File: config.mk
export PLATFORM = sky130hd
export DESIGN_NAME = proc_result_bcd_capture
export DESIGN_NICKNAME = d
export VERILOG_FILES = /design/src/rtl/proc_result_bcd_capture_pkg.sv /design/src/rtl/proc_result_bcd_capture_bcd_digit_adj.sv /design/src/rtl/proc_result_bcd_capture.sv
export SDC_FILE = /design/constraint.sdc
export NUM_CORES = 1
export LEC_CHECK = 0
export ABC_AREA = 1
export CORE_AREA = 5 5 104 106
export CTS_CLUSTER_DIAMETER = 50
export DETAILED_ROUTE_END_ITERATION = 8
export DIE_AREA = 0 0 109 111
export MAX_ROUTING_LAYER = met4
export PLACE_DENSITY = 0.68
export RECOVER_POWER = 50
export SLEW_MARGIN = 20
export SYNTH_ARGS = -nofsm -noshare
export SYNTH_HDL_FRONTEND = slang
export SYNTH_SLANG_ARGS = --single-unit
File: constraint.sdc
create_clock -name Clock -period 3.6 [get_ports Clock]
set_input_delay 0.72 -clock Clock [delete_from_list [all_inputs] [get_ports Clock]]
set_output_delay 0.72 -clock Clock [all_outputs]
set_load 0.05 [all_outputs]
File: src/rtl/proc_result_bcd_capture_pkg.sv
// Shared definitions for the processor-result BCD capture block.
// Holds the FSM state encoding, default widths and the display-stage blanking constant.
// Imported by the capture top and its digit-adjust cell.
package proc_result_bcd_capture_pkg;

  // Conversion FSM states
  typedef enum logic {
    ST_IDLE    = 1'b0,
    ST_CONVERT = 1'b1
  } state_t;

  // Default result width and digit count (10^5 > 2^16 - 1)
  localparam int DATA_W_DEF = 16;
  localparam int DIGITS_DEF = 5;

  // Active-low seven-segment pattern with every segment off, used by the display stage
  localparam logic [6:0] SEG_OFF = 7'h7F;

endpackage

File: src/rtl/proc_result_bcd_capture_bcd_digit_adj.sv
// Purpose : double-dabble digit correction, adds 3 to a BCD digit that is 5 or more.
// Latency : combinational.
// Ports   : digit_in (4-bit BCD digit) -> digit_out (corrected digit, no carry out).
module bcd_digit_adj (
  input  logic [3:0] digit_in,
  output logic [3:0] digit_out
);

  // Inputs never exceed 9, so the sum stays within 4 bits and never carries
  always_comb begin
    digit_out = digit_in;
    if (digit_in >= 4'd5) begin
      digit_out = 4'(digit_in + 4'd3);
    end
  end

endmodule

File: src/rtl/proc_result_bcd_capture.sv
// Purpose : captures the processor result on PROC_done and converts it to packed BCD,
//           one bit per clock (shift-add-3), holding the last value for the display stage.
// Latency : PROC_done sampled at edge 0 -> BCD_out updated at edge DATA_W, result_valid
//           high the following cycle. A result arriving mid-conversion waits in a
//           single-entry pending register (newest wins); no backpressure to the processor.
// Ports   : Clock, Resetn (async active-low), PROC_done/PROC_result (input pulse + data),
//           BCD_out (digit 0 in [3:0]), DISP_done (display enable level),
//           result_valid (update pulse), busy (conversion in progress).
module proc_result_bcd_capture
  import proc_result_bcd_capture_pkg::*;
#(
  parameter int DATA_W = DATA_W_DEF,
  parameter int DIGITS = DIGITS_DEF
) (
  input  logic                  Clock,
  input  logic                  Resetn,
  input  logic                  PROC_done,
  input  logic [DATA_W-1:0]     PROC_result,
  output logic [4*DIGITS-1:0]   BCD_out,
  output logic                  DISP_done,
  output logic                  result_valid,
  output logic                  busy
);

  localparam int ACC_W = 4 * DIGITS;
  localparam int CNT_W = (DATA_W > 1) ? $clog2(DATA_W) : 1;
  localparam logic [CNT_W-1:0] CNT_LAST = CNT_W'(DATA_W - 1);

  state_t              state;
  logic [DATA_W-1:0]   shreg;
  logic [ACC_W-1:0]    acc;
  logic [CNT_W-1:0]    cnt;
  logic [DATA_W-1:0]   pend_dat;
  logic                pend_vld;

  logic [ACC_W-1:0]    acc_adj;
  logic [ACC_W-1:0]    acc_shift;
  logic [DATA_W-1:0]   shreg_shift;
  logic                last_bit;

  // Per-digit add-3 correction; digits are independent, no inter-digit carry
  for (genvar g = 0; g < DIGITS; g++) begin : g_digit
    bcd_digit_adj u_adj (
      .digit_in  (acc[4*g +: 4]),
      .digit_out (acc_adj[4*g +: 4])
    );
  end

  // Correct first, then shift {acc, shreg} left by one
  always_comb begin
    acc_shift   = {acc_adj[ACC_W-2:0], shreg[DATA_W-1]};
    shreg_shift = {shreg[DATA_W-2:0], 1'b0};
    last_bit    = (cnt == CNT_LAST);
  end

  always_ff @(posedge Clock or negedge Resetn) begin
    if (!Resetn) begin
      state        <= ST_IDLE;
      shreg        <= '0;
      acc          <= '0;
      cnt          <= '0;
      pend_dat     <= '0;
      pend_vld     <= 1'b0;
      BCD_out      <= '0;
      DISP_done    <= 1'b0;
      result_valid <= 1'b0;
      busy         <= 1'b0;
    end else begin
      result_valid <= 1'b0;
      case (state)
        ST_IDLE: begin
          if (PROC_done) begin
            shreg <= PROC_result;
            acc   <= '0;
            cnt   <= '0;
            busy  <= 1'b1;
            state <= ST_CONVERT;
          end
        end

        ST_CONVERT: begin
          acc   <= acc_shift;
          shreg <= shreg_shift;
          cnt   <= cnt + 1'b1;
          if (last_bit) begin
            // Final shift goes straight to the output so no partial value is ever shown
            BCD_out      <= acc_shift;
            DISP_done    <= 1'b1;
            result_valid <= 1'b1;
            acc          <= '0;
            cnt          <= '0;
            if (pend_vld) begin
              // Older buffered result goes first; a same-edge arrival refills the buffer
              shreg    <= pend_dat;
              pend_vld <= PROC_done;
              if (PROC_done) begin
                pend_dat <= PROC_result;
              end
            end else if (PROC_done) begin
              shreg <= PROC_result;
            end else begin
              state <= ST_IDLE;
              busy  <= 1'b0;
            end
          end else if (PROC_done) begin
            pend_dat <= PROC_result;
            pend_vld <= 1'b1;
          end
        end

        default: begin
          state <= ST_IDLE;
          busy  <= 1'b0;
        end
      endcase
    end
  end

endmodule

==> impl_metrics.ini <==
[routing]
drtAntennaViolNets = 0
initialDrtViolationCount = 188
drc = 0
first_pass_iters = 5
viasPerCell = 5.10
wl_mm = 9.57
wire_per_inst_um = 13.0
vias = 3754

[synth]
synthCells = 565
synthDistinctLibCells = 23
synthTopCellsByArea = dfrtp_1 47%, nand2_1 15%, nand3_1 10%
ys_ff_latch = 81
synth_nets = 596
synth_top_area_share = 0.472
syn_area_um2 = 4290
syn_area_per_cell_um2 = 7.59
yosysTopAreaCell = dfrtp_1
synth_warnings = 0
ys_seq_area_frac = 0.472

[die]
coreArea_um2 = 9680
fp-row-count = 36
fp.dieW_um = 109
ios = 42
start_util = 0.443
die_area_um2 = 12100
die_h_um = 111

[clocking]
cts-htree-levels = 3
clkSinkCount = 81
clock_path_buffers = 2
cts.repair.resized = 0
path_clk_slew_ns = 0.08
tritoncts = done
cts_buffers = 9
root_buffer = clkbuf_8
worstSkewPairLatency_ns = 0.36
postCtsSetupBuffers = 0
cts_hold_buf = 0

[placement]
portBuffers = 41
gp_congestion = 0.791
dp_hpwl_mm = 6.21
dp_cells = 720
place_area_um2 = 4770
dpl_worst_slack_ns = 0.592

[flow_run]
drv_cap = 1

[global_route]
antenna_found_initial = 0
grt_max_degree = 82
grt_usage = 0.175
grt-ovfl-total = 0
grt_pass1_wl_mm = 16.8
grt_pass1_vias = 3676

[setup_path]
crit_slowest_cell = clkbuf_1
critPathRequiredTime_ns = 3.87
critPathKind = input port to register
crit_top_cell = a21oi_1
end_kind = register
crit_chain = dlygate4sd3_1, clkinv_1, ha_1, clkbuf_1, a21oi_1, nand2_1, inv_1, a21oi_1
critPathMaxStageDelay_ns = 0.95
start_kind = input port
crit_fanout = 24
arrival_ns = 3.06
r2r_start = state
crit_start = PROC_done

[layout]
fin_nets = 629
final_util = 0.511
drive_above_1_share = 0.0697
stdcell_count = 736
fillerInstances = 920
antennaDiodeCount = 0
final_area_um2 = 4950
area_growth_pct = 15.5

[power]
totalPowerFinal_mw = 2.40
power_density_nw_per_um2 = 484
leakagePower_nw = 2.55
vdd_drop_max_uv = 254

[timing]
final-setup-viol-count = 0
finalCritPeriodShare = 0.773
grt_setup_unrepaired = false
setup-tns-final_ns = 0
slew-limit-headroom = -0.344
worst-slew-pin-transition_ns = 2.02
fmax_mhz = 360
period_needed_ns = 2.78
clock_skew_ns = 0.0121
finalMaxSlewViolations = 82
fin_ws_ns = 0.818
hold_viol = 0
whs_ns = 0.470

[outcome]
status = finished with violations
violations = max-capacitance violations, max-slew violations

[min_path]
hp-class = register to register
hp-start = BCD_out[0]
## Yosys cell counts (all sizes together)
library cell / n
o22ai: 1
dfrtp: 81
xor2: 1
o21ai: 31
a21oi: 44
nor2: 20
nand2: 177
nand3: 91
or2: 16
o21bai: 1
clkbuf: 7
nand4: 3
ha: 12
buf: 20
clkinv: 2
inv: 58
## critical path: cells and delay by family
family	cells	cell delay, ns
buffers and inverters	4	1.62
adder cells (fa/ha/maj)	1	0.37
AO/OA/AOI/OAI	2	0.21
AND/OR/NAND/NOR	1	0.13
## cells by family after synthesis
kind of cell / share of synthesized area
flip-flops: 0.472
adder cells (fa/ha/maj): 0.0350
AO/OA/AOI/OAI: 0.0907
AND/OR/NAND/NOR: 0.312
buffers and inverters: 0.0878
XOR/XNOR: 0.00204
## worst paths after layout
kind / endpoint / slack (ns) / cells after the start
max: shreg[8] / 0.82 / 8
min: BCD_out[0] / 0.47 / 2
max reg2reg: shreg[8] / 1.14 / 8
min reg2reg: BCD_out[0] / 0.47 / 2
max in group asynchronous: state / 1.49 / 1
min in group asynchronous: acc[17] / 0.93 / 1
## power breakdown
| part | switching (mW) | internal, mW | total, mW |
|---|---|---|---|
| Combinational | 0.427 | 0.220 | 0.647 |
| Sequential | 0.0623 | 1.02 | 1.08 |
| Clock | 0.348 | 0.320 | 0.669 |
## routing by layer
metal | wire [µm] | vias to the layer above | GRT usage
met5 | 0 | - | -
met4 | 112 | 0 | 0.0513
met3 | 553 | 10 | 0.0338
met2 | 4670 | 114 | 0.286
met1 | 4240 | 1758 | 0.220
li1 | - | 1872 | -
## cell type report
type	instances	area (µm²)	share of cell area
clock buffer	9	124	0.0250
clock inverter	7	70.1	0.0141
inverter	60	225	0.0455
multi-input combinational	397	1890	0.381
sequential	81	2030	0.409
tap	133	166	0.0336
timing repair buffer	49	454	0.0917
## sequential cells by signal, summed over array words and instances, names as in the netlist
signal / flops
BCD_out: 20
DISP_done: 1
acc: 20
busy: 1
cnt: 4
pend_dat: 16
pend_vld: 1
result_valid: 1
shreg: 16
state: 1
## cell usage in the layout, fill, tap and decap left out, drive strengths merged
cell / Yosys / routed
o22ai: 1 / 1
or2: 16 / 16
o21bai: 1 / 1
nor2: 20 / 20
buf: 20 / 5
nand2: 177 / 177
clkbuf: 7 / 13
inv: 58 / 59
nand3: 91 / 91
clkinvlp: 0 / 1
nand4: 3 / 3
xor2: 1 / 1
dlygate4sd3: 0 / 1
bufinv: 0 / 1
ha: 12 / 12
clkdlybuf4s50: 0 / 39
a21oi: 44 / 44
o21ai: 31 / 31
dfrtp: 81 / 81
clkinv: 2 / 6
Note: power is estimated with default switching activity, not from simulation.
